$ cat src/rtl/vdp_sprite_pkg.sv
// Shared constants, state encoding and scanline hit test for sprite selection.
package vdp_sprite_pkg;

    localparam logic [7:0]  TERM_MODE1  = 8'd208;
    localparam logic [7:0]  TERM_MODE2  = 8'd216;
    localparam int unsigned MODE1_LIMIT = 4;

    typedef enum logic [2:0] {
        IDLE  = 3'd0,
        REQ   = 3'd1,
        WAIT  = 3'd2,
        CHECK = 3'd3,
        FIN   = 3'd4
    } sel_state_t;

    // A sprite whose top row is y+1 covers line_y when (line_y - y - 1) mod 256 < height.
    function automatic logic sprite_hit(input logic [7:0] line_y,
                                        input logic [7:0] y,
                                        input logic       s16,
                                        input logic       mag);
        logic [7:0] diff;
        logic [1:0] shamt;
        logic [7:0] height;
        diff   = line_y - y - 8'd1;
        shamt  = {1'b0, s16} + {1'b0, mag};
        height = 8'd8 << shamt;
        return diff < height;
    endfunction

endpackage

$ cat src/rtl/vdp_sprite_select.sv
// Scans the sprite attribute table for one scanline and reports the sprites that land on it.
module vdp_sprite_select
    import vdp_sprite_pkg::*;
#(
    parameter int unsigned MAX_PER_LINE = 8,
    parameter int unsigned SAT_ENTRIES  = 32
) (
    input  logic        clk,
    input  logic        reset,
    input  logic        start,
    input  logic [7:0]  line_y,
    input  logic        sprite_mode2,
    input  logic        sprite_16,
    input  logic        sprite_mag,
    input  logic [9:0]  sat_base,
    output logic        vram_req,
    output logic [16:0] vram_addr,
    input  logic        vram_ack,
    input  logic [7:0]  vram_rdata,
    output logic        sel_valid,
    output logic [3:0]  sel_slot,
    output logic [4:0]  sel_num,
    output logic        busy,
    output logic        done,
    output logic        overflow,
    output logic [4:0]  last_num
);

    localparam logic [4:0] LAST_ENTRY = 5'(SAT_ENTRIES - 1);
    localparam logic [4:0] MODE2_LIM  = 5'(MAX_PER_LINE);
    localparam logic [4:0] MODE1_LIM  = 5'(MODE1_LIMIT);

    sel_state_t state;
    logic [7:0] line_q;
    logic       mode2_q;
    logic       s16_q;
    logic       mag_q;
    logic [9:0] base_q;
    logic [4:0] n;
    logic [4:0] hit_cnt;
    logic [7:0] y_q;

    logic [4:0] n_next_c;
    logic [4:0] limit_c;
    logic [7:0] term_c;
    logic       hit_c;

    // Per-entry decode of the latched evaluation parameters.
    always_comb begin
        n_next_c = n + 5'd1;
        limit_c  = mode2_q ? MODE2_LIM : MODE1_LIM;
        term_c   = mode2_q ? TERM_MODE2 : TERM_MODE1;
        hit_c    = sprite_hit(line_q, y_q, s16_q, mag_q);
    end

    // Evaluation sequencer: fetch Y of each entry, test it, emit selections.
    always_ff @(posedge clk or posedge reset) begin
        if (reset) begin
            state     <= IDLE;
            line_q    <= 8'd0;
            mode2_q   <= 1'b0;
            s16_q     <= 1'b0;
            mag_q     <= 1'b0;
            base_q    <= 10'd0;
            n         <= 5'd0;
            hit_cnt   <= 5'd0;
            y_q       <= 8'd0;
            vram_req  <= 1'b0;
            vram_addr <= 17'd0;
            sel_valid <= 1'b0;
            sel_slot  <= 4'd0;
            sel_num   <= 5'd0;
            busy      <= 1'b0;
            done      <= 1'b0;
            overflow  <= 1'b0;
            last_num  <= 5'd0;
        end else begin
            sel_valid <= 1'b0;
            done      <= 1'b0;
            unique case (state)
                IDLE: begin
                    if (start) begin
                        line_q    <= line_y;
                        mode2_q   <= sprite_mode2;
                        s16_q     <= sprite_16;
                        mag_q     <= sprite_mag;
                        base_q    <= sat_base;
                        n         <= 5'd0;
                        hit_cnt   <= 5'd0;
                        overflow  <= 1'b0;
                        last_num  <= 5'd0;
                        vram_req  <= 1'b1;
                        vram_addr <= {sat_base, 5'd0, 2'b00};
                        busy      <= 1'b1;
                        state     <= REQ;
                    end
                end
                REQ: begin
                    state <= WAIT;
                end
                WAIT: begin
                    if (vram_ack) begin
                        y_q      <= vram_rdata;
                        vram_req <= 1'b0;
                        state    <= CHECK;
                    end
                end
                CHECK: begin
                    if (y_q == term_c) begin
                        last_num <= n;
                        done     <= 1'b1;
                        state    <= FIN;
                    end else if (hit_c && (hit_cnt == limit_c)) begin
                        overflow <= 1'b1;
                        last_num <= n;
                        done     <= 1'b1;
                        state    <= FIN;
                    end else begin
                        if (hit_c) begin
                            sel_valid <= 1'b1;
                            sel_slot  <= hit_cnt[3:0];
                            sel_num   <= n;
                            hit_cnt   <= hit_cnt + 5'd1;
                        end
                        if (n == LAST_ENTRY) begin
                            last_num <= n;
                            done     <= 1'b1;
                            state    <= FIN;
                        end else begin
                            n         <= n_next_c;
                            vram_req  <= 1'b1;
                            vram_addr <= {base_q, n_next_c, 2'b00};
                            state     <= REQ;
                        end
                    end
                end
                FIN: begin
                    busy  <= 1'b0;
                    state <= IDLE;
                end
                default: begin
                    busy     <= 1'b0;
                    vram_req <= 1'b0;
                    state    <= IDLE;
                end
            endcase
        end
    end

endmodule

$ cat config.mk
export PLATFORM = sky130hd
export DESIGN_NAME = vdp_sprite_select
export DESIGN_NICKNAME = d
export VERILOG_FILES = /design/src/rtl/vdp_sprite_pkg.sv /design/src/rtl/vdp_sprite_select.sv
export SDC_FILE = /design/constraint.sdc
export NUM_CORES = 1
export LEC_CHECK = 0
export BUFFER_PORTS_ARGS = -buffer_cell sky130_fd_sc_hd__buf_2
export CAP_MARGIN = 20
export CORE_MARGIN = 3
export CORE_UTILIZATION = 54
export CTS_CLUSTER_DIAMETER = 30
export CTS_CLUSTER_SIZE = 14
export DETAILED_ROUTE_END_ITERATION = 8
export PLACE_DENSITY = 0.79
export RECOVER_POWER = 25
export SLEW_MARGIN = 30
export SYNTH_ARGS = -nofsm -noshare
export SYNTH_HDL_FRONTEND = slang
export SYNTH_SLANG_ARGS = --single-unit
$ cat constraint.sdc
create_clock -name clk -period 4.52 [get_ports clk]
set_clock_uncertainty 0.1 [all_clocks]
set_input_delay 0.904 -clock clk [delete_from_list [all_inputs] [get_ports clk]]
set_output_delay 0.904 -clock clk [all_outputs]
set_load 0.02 [all_outputs]
# == Yosys cells after proc, flatten, opt, wreduce, memory -nomap -nowiden ==
# Cells that the tools add are included.
# word_totals
inputBits,33
reg_bits,78
romBits,0
wordCells,104
latchBits,0
ramBits,0
n_memories,0
# classes
addsub,5
n_mul,0
bitwise,4
reduce_logical,15
shifts,1
n_mux,45
div_mod_pow,0
eq_ne,15
order_cmp,1
# ops
op,count
$mux W17,4
$mux W5,10
$pmux W17 S2,1
$pmux W5 S2,3
$mux W1,16
$mux W3,5
$ne A2 B2 Y1 const B,7
$pmux W3 S4,1
$add A5 B1 Y5 const B,2
$reduce_and A5 Y1,2
$eq A8 B8 Y1,1
$lt A8 B8 Y1,1
$mux W4,2
$reduce_and A2 Y1,4
$reduce_and A4 Y1,2
$shl A4 B2 Y8 const A,1
$sub A8 B1 Y8 const B,1
$sub A8 B8 Y8,1
$eq A3 B2 Y1 const B,2
$reduce_and A6 Y1,1
$eq A5 B4 Y1,1
$eq A5 B5 Y1 const B,1
$ne A4 B4 Y1 const B,1
$not A1 Y1,4
other kinds (11),12

# == Longest topological paths before layout ==
# Gate-level depths: netlist (run 1).
# depth
depth_word,7
ltp_mapped,16
ltp_nobuf,15

# == Least setup slack after synthesis (run 1) ==
# No wires, ideal clock.
# synth_path
kind,register to register
from,register line_q[2]
to,register hit_cnt[4]
stages_incl_launch_ff,15
n_path_buf,1
path_slack_ps,1149
setup_time_ps,78
arrival_time_ps,3192
path_cell_list,dfrtp_1 > ha_1 > a21oi_2 > a21boi_2 > o21ai_0 > nand2b_1 > xor2_1 > ha_1 > a21o_1 > a21oi_1 > nand2_1 > or3_1 > clkbuf_2 > or4_1 > a21oi_1
# synth_between
elab_chain_cells,6
# synth_rtl
item,line,rtl
"start, declared",vdp_sprite_select.sv:34,logic [7:0] line_q;
"start signal, assigned",vdp_sprite_select.sv:83,line_q <= line_y;
$sub A8 B8 Y8 (*),vdp_sprite_pkg.sv:24,diff = line_y - y - 8'd1;
$sub A8 B1 Y8 (*),vdp_sprite_pkg.sv:24,
$lt A8 B8 Y1 (*),vdp_sprite_pkg.sv:27,return diff < height;
$logic_and A1 B1 Y1,vdp_sprite_select.sv:113,end else if (hit_c && (hit_cnt == limit_c)) begin
$ne A2 B2 Y1 (no line),-,
$reduce_and A5 Y1 (no line) (*),-,
"end signal, assigned",vdp_sprite_select.sv:123,hit_cnt <= hit_cnt + 5'd1;
"end, declared",vdp_sprite_select.sv:40,logic [4:0] hit_cnt;
# Every way passes the cells marked *; elsewhere a longest branch is shown, timed or not.
# A chain may end at the register's enable or synchronous reset.

# == Final worst setup path (run 1) ==
# layout_path
from,register y_q[2]
to,register vram_addr[6]
# layout_between
elab_chain_cells,6
# layout_rtl
item,line,rtl
"start, declared",vdp_sprite_select.sv:41,logic [7:0] y_q;
"start signal, assigned",vdp_sprite_select.sv:103,y_q <= vram_rdata;
$sub A8 B8 Y8,vdp_sprite_pkg.sv:24,
$sub A8 B1 Y8,vdp_sprite_pkg.sv:24,
$lt A8 B8 Y1,vdp_sprite_pkg.sv:27,
$logic_and A1 B1 Y1,vdp_sprite_select.sv:113,
$ne A2 B2 Y1 (no line),-,
$reduce_and A5 Y1 (no line) (*),-,
"end signal, assigned",vdp_sprite_select.sv:93,"vram_addr <= {sat_base, 5'd0, 2'b00};"
"end signal, assigned",vdp_sprite_select.sv:132,"vram_addr <= {base_q, n_next_c, 2'b00};"
"end, declared",vdp_sprite_select.sv:17,"output logic [16:0] vram_addr,"
# Marked as above.

==> results of run 1 <==
==> power groups by stage <==
stage                     Clock, mW  Combinational (mW)  Sequential, mW
after global routing          0.596                1.67            1.08
after global placement            0                1.41            1.05
after floorplan                   0               0.995            1.15
after detailed placement          0                1.49            1.06
final                         0.564                1.49            1.05
after CTS                     0.569                1.50            1.05
==> flip-flops by register name, summed over array words and instances (netlist names), 3 cells and up <==
signal,flops
state,3
sel_slot,4
line_q,8
vram_addr,11
y_q,8
last_num,5
n,4
base_q,10
sel_num,5
hit_cnt,5
==> final cells by class <==
cell class | count | area [um^2] | area share (%)
clock buffer | 11 | 141 | 3.56
clock inverter | 5 | 81.3 | 2.05
inverter | 27 | 101 | 2.55
multi-input combinational | 231 | 1410 | 35.6
sequential | 71 | 1780 | 44.8
tap | 75 | 93.8 | 2.36
timing repair buffer | 71 | 363 | 9.14
==> worst max path at each step <==
| stage | cells past startpoint | to | start | slack [ps] |
|---|---|---|---|---|
| after floorplan | 14 | hit_cnt[4] | line_q[2] | 1150 |
| after global placement | 13 | hit_cnt[4] | line_q[2] | 1040 |
| after detailed placement | 14 | hit_cnt[4] | y_q[2] | 950 |
| after CTS | 15 | vram_addr[6] | y_q[2] | 910 |
| after global routing | 15 | vram_addr[6] | y_q[1] | 640 |
| final | 15 | vram_addr[6] | y_q[2] | 920 |
==> metal layers <==
layer | share of wire [%] | wire [um] | up-vias
met1 | 44 | 3080 | 1320
li1 | - | - | 1295
met2 | 47 | 3300 | 78
met3 | 6.1 | 423 | 19
met4 | 2.6 | 180 | 0
met5 | 0 | 0 | -
==> kinds of logic (layout without fill, tap and decap cells) <==
kind of cell / after synthesis / in the layout / synth area share (%)
simple gates: 123 / 123 / 16.5
flops: 71 / 71 / 53.2
compound gates: 70 / 70 / 13.0
buf+inv: 41 / 114 / 4.94
fa+ha+maj: 16 / 16 / 5.99
mux: 12 / 12 / 4.01
xor+xnor: 8 / 8 / 2.32
other cells: 1 / 2 / 0.112
==> worst max-delay path: stages, from the launching register on <==
cell	delay (ps)
dfrtp_1	340
inv_1	50
ha_1	310
nand4b_1	170
a21boi_2	230
o21ai_0	90
nand2b_1	110
xor2_1	160
ha_1	260
a21o_1	170
a21oi_1	220
nand4_1	170
o221ai_1	730
buf_4	280
nand2_1	50
o21ai_0	70
==> metrics by stage <==
stage               util (%)  worst slack [ps]
finish                  66.7               923
global route            66.7               635
CTS                     66.7               907
detailed placement      63.0               949
global placement        62.9              1040
floorplan                  -              1150
==> cells in the final DEF, fill, tap and decap left out, types with 5 or more instances in the layout <==
master / count
o22ai_1: 14
ha_1: 16
nor2_1: 8
a21oi_1: 22
mux2_2: 11
dfrtp_1: 71
inv_1: 27
o21ai_0: 17
a22o_1: 5
buf_2: 65
xnor2_1: 6
clkbuf_8: 10
nand2_1: 82
==> results.yml, run 1 <==
critical_path:
  arrival_ps: 3780
  endpoint_kind: "flip-flop"
  crit_fanout: 10
  cp.required_ps: 4700
  reg2reg_slack_ps: 920
  crit_path_start_kind: "flip-flop"
  r2r-end: "vram_addr[6]"
  r2r.worst_path.cells: 15
  path_class: "reg2reg"
  r2r_start: "y_q[2]"
power_and_ir_drop:
  power.share.clock_pct: 18.1
  ir_worst_vdd_mv: 0.402
  p_leak_nw: 2.05
  netSwitchingFraction_pct: 42.5
  p_per_area_mw_per_mm2: 783
  p_total_mw: 3.11
  power_frac_seq_pct: 33.9
  power.switching_mw: 1.32
  internal-power_mw: 1.79
  pwr-share-comb_pct: 48.0
logic_synthesis:
  synth_edf_count: 0
  synth_seq_cells: 71
  yosys_warnings: 0
  synthTopCellsByArea: "dfrtp_1 53%, nand2_1 9.3%, ha_1 6.0%"
  synth_cell_types: 44
  yosys_most_used_dff: "dfrtp_1"
  synthMostInstantiatedCell: "nand2_1"
  ys_seq_area_share_pct: 53.2
  avgSynthCellArea_um2: 9.77
  syn-cell-area_mm2: 0.00334
  synthTopCellsByCount: "83 x nand2_1, 71 x dfrtp_1, 27 x inv_1"
  syn_inst: 342
  yosysTopAreaCellShare_pct: 53.2
  yosysTopAreaCell: "dfrtp_1"
  postSynth.asyncResetShare_pct: 100
floorplanning:
  row_count: 28
  fp.coreArea_mm2: 0.00596
  die_width_um: 84.7
  die_height_um: 84.7
  die_area_mm2: 0.00717
  floorplan.initialDensity_pct: 56.1
  io_pins: 69
global_route:
  use_met3_pct: 5.89
  grt_usage_pct: 20.7
  grt_pass1_vias: 2578
  grt_use_met1_pct: 27.5
  grt_pass1_wl_um: 11700
  gr-total-overflow: 0
  grt_max_degree: 43
  met2_usage_pct: 31.3
  antenna_found_initial: 0
  busiest_layer: "met2"
drt:
  ant_nets: 0
  drc: 0
  drt_iter0_drc: 179
  totalWireLength_um: 6990
  wire_per_inst_um: 14.2
  first_pass_iters: 4
  vias: 2712
  routed_via_density: 5.52
timing:
  slew_viol_final: 43
  fin_tns_setup_ps: 0
  max_freq_mhz: 278
  grt_setup_unrepaired: "no"
  period_minus_slack_ps: 3600
  hold_violations: 0
  setup_viol: 0
  tightestPinTransition_ps: 1530
  slew_headroom_pct: -2.00
  fin_crit_sh_pct: 79.6
  holdWs_ps: 381
outcome:
  violations: "capacitance limit, slew limit"
  status: "finished, violations left"
clock_network:
  root_buffer: "clkbuf_8"
  htree_levels: 3
  cts_setup_buffers: 0
  ctsResizeCount: 0
  postCtsHoldBufs: 0
  cts_tree: "yes"
  clock-sinks: 71
  cts_made_buffers: 9
  clk_pin_slew_worst_paths_ps: 80
  cts.path.max_buffers: 2
  clock_latency_ps: 360
cells_and_area:
  final.fill_count: 488
  finalNetCount: 460
  drive_gt1_share_pct: 24.8
  fin_cells: 491
  antenna_cells: 0
  syn2layout_area_growth_pct: 18.8
  stdcell_area_mm2: 0.00397
placed_design:
  place.gp.congestion: 0.858
  post-place-cells: 475
  post_dp_cell_area_mm2: 0.00375
  dp_hpwl_um: 5030
  port-buffer-count: 66
flow_run:
  maxCapViolations: 1
min_path:
  hold_start: "base_q[6]"
  hold_path_class: "reg2reg"
  min_to: "base_q[6]"
  min_path_cells: 2
Power figures use the tool's default switching activity.
==> run 2, diff against run 1 <==
==> constraint.sdc (replaced) <==
create_clock -name clk -period 3.6 [get_ports clk]
set_clock_uncertainty 0.1 [all_clocks]
set_input_delay 0.72 -clock clk [delete_from_list [all_inputs] [get_ports clk]]
set_output_delay 0.72 -clock clk [all_outputs]
set_load 0.02 [all_outputs]
==> run 2 against run 1 <==
  * Core utilization grew 1.7 points
  * The run ends with capacitance limit left
  * Combinational power grew 41%
  * Critical path depth shrank 1
  * Cell count grew 1.4%
  * Non-clock buffer count grew 7
  * Maximum frequency grew 5.2%
  * Global-route usage grew 1.2 points
  * Sequential share of layout area shrank 1.1 points
  * First-iteration DRC count shrank 25%
  * Power grew 33%
  * Register-to-register slack lost 740 ps
==> results.yml, run 2 (synthesis gave the netlist of run 1 again) <==
clock_network:
  postCtsHoldBufs: 0
  cts_tree: "yes"
  htree_levels: 3
  cts.path.max_buffers: 2
  clock_latency_ps: 350
  root_buffer: "clkbuf_8"
  clk_pin_slew_worst_paths_ps: 80
  clock-sinks: 71
  cts_made_buffers: 9
timing:
  fin_crit_sh_pct: 94.9
  slew_viol_final: 0
  setup_viol: 0
  max_freq_mhz: 293
  slew_headroom_pct: 1.69
  grt_setup_unrepaired: "yes"
  holdWs_ps: 382
  tightestPinTransition_ps: 1470
  hold_violations: 0
  period_minus_slack_ps: 3420
  fin_tns_setup_ps: 0
cells_and_area:
  antenna_cells: 0
  largest-register: "vram_addr"
  layout_common_cells: "82 x nand2_1, 71 x dfrtp_1, 66 x buf_2"
  largest_reg_flops: 11
  final_util_pct: 68.4
  drive_gt1_share_pct: 27.7
  top_regs: "vram_addr: 11 flops, base_q: 10 flops"
  syn2layout_area_growth_pct: 21.9
  layout_commonest_cell: "nand2_1"
  stdcell_area_mm2: 0.00407
  finalNetCount: 467
critical_path:
  path_class: "reg2reg"
  cp-startpoint: "y_q[1]"
  r2r_start: "y_q[1]"
  cp.required_ps: 3770
  r2r-end: "hit_cnt[4]"
  crit_path_start_kind: "flip-flop"
  arrival_ps: 3590
  r2r.worst_path.cells: 14
  reg2reg_slack_ps: 180
  endpoint_kind: "flip-flop"
  crit_fanout: 6
floorplanning:
  die_width_um: 84.7
  floorplan.initialDensity_pct: 56.1
  row_count: 28
  io_pins: 69
  fp.coreArea_mm2: 0.00596
  die_height_um: 84.7
  die_area_mm2: 0.00717
placed_design:
  place.gp.congestion: 0.884
  port-buffer-count: 66
  dp_hpwl_um: 5020
  post_dp_cell_area_mm2: 0.00378
global_route:
  antenna_found_initial: 0
  grt_max_degree: 41
  grt_usage_pct: 21.8
  gr-total-overflow: 0
  grt_pass1_vias: 2691
  grt_pass1_wl_um: 12400
outcome:
  status: "finished, violations left"
  violations: "capacitance limit"
flow_run:
  maxCapViolations: 1
power_and_ir_drop:
  pwr-share-comb_pct: 50.8
  internal-power_mw: 2.41
  netSwitchingFraction_pct: 41.7
  ir_worst_vdd_mv: 0.507
  power.switching_mw: 1.72
  power_frac_seq_pct: 32.0
  p_per_area_mw_per_mm2: 1010
  power.share.clock_pct: 17.1
  p_leak_nw: 2.10
min_path:
  min_path_cells: 2
  hold_path_class: "reg2reg"
  hold_start: "base_q[7]"
  min_to: "base_q[7]"
drt:
  wire_per_inst_um: 14.5
  first_pass_iters: 4
  drt_iter0_drc: 134
  drc: 0
  vias: 2661
  totalWireLength_um: 7230
  routed_via_density: 5.34
  ant_nets: 0
-- run 2: worst max path at each step --
stage	depth (start not counted)	slack, ps	to
after CTS	14	50	hit_cnt[4]
after global placement	13	210	hit_cnt[4]
final	14	180	hit_cnt[4]
after detailed placement	13	30	hit_cnt[4]
after floorplan	14	230	hit_cnt[4]
after global routing	15	-10	n[3]
-- run 2: power groups by stage --
| stage | clock network [mW] | logic (mW) | registers [mW] |
|---|---|---|---|
| floorplan | 0 | 1.25 | 1.45 |
| global placement | 0 | 1.84 | 1.32 |
| detailed placement | 0 | 1.92 | 1.33 |
| global route | 0.755 | 2.35 | 1.37 |
| CTS | 0.715 | 1.96 | 1.32 |
| finish | 0.707 | 2.10 | 1.32 |
-- run 2: repair_timing --
action | in CTS | in global routing
gates resized for setup | 1 | 6
pin swaps | 0 | 4
setup buffers | 0 | 3
endpoints found under the setup margin | 1 | 8
-- run 2: layer usage --
metal / GRT usage (%) / routed length (um) / vias to the layer above
li1: - / - / 1308
met1: 29.0 / 3250 / 1270
met2: 34.5 / 3560 / 74
met3: 4.22 / 341 / 9
met4: 10.5 / 74 / 0
met5: 0 / 0 / -
-- run 2: worst max-delay path: stages (launching register included) --
cell and delay (ps):
dfrtp_1 360, inv_1 70, ha_1 290, nand4b_1 170
a21boi_2 240, o21ai_0 100, nand2b_1 110, xor2_1 180
ha_1 270, a21o_1 170, a21oi_2 160, nand2_1 90
or3_4 370, or4_4 530, a21oi_2 150
-- run 2: final cells by class --
type / count / area (um^2)
tap: 75 / 93.8
clock buffer: 10 / 128
timing repair buffer: 78 / 429
clock inverter: 6 / 93.8
fill: 459 / 1880
multi-input combinational: 231 / 1450
sequential: 71 / 1780
inverter: 27 / 101
-- run 2: metrics by stage --
step / worst slack, ps / total power, mW / cells
2_1_floorplan: 229 / 2.70 / 343
3_3_place_gp: 212 / 3.16 / 479
3_5_place_dp: 26.8 / 3.25 / 479
4_1_cts: 50.5 / 4.00 / 495
5_1_grt: -14.2 / 4.47 / 498
6_report: 182 / 4.13 / 498
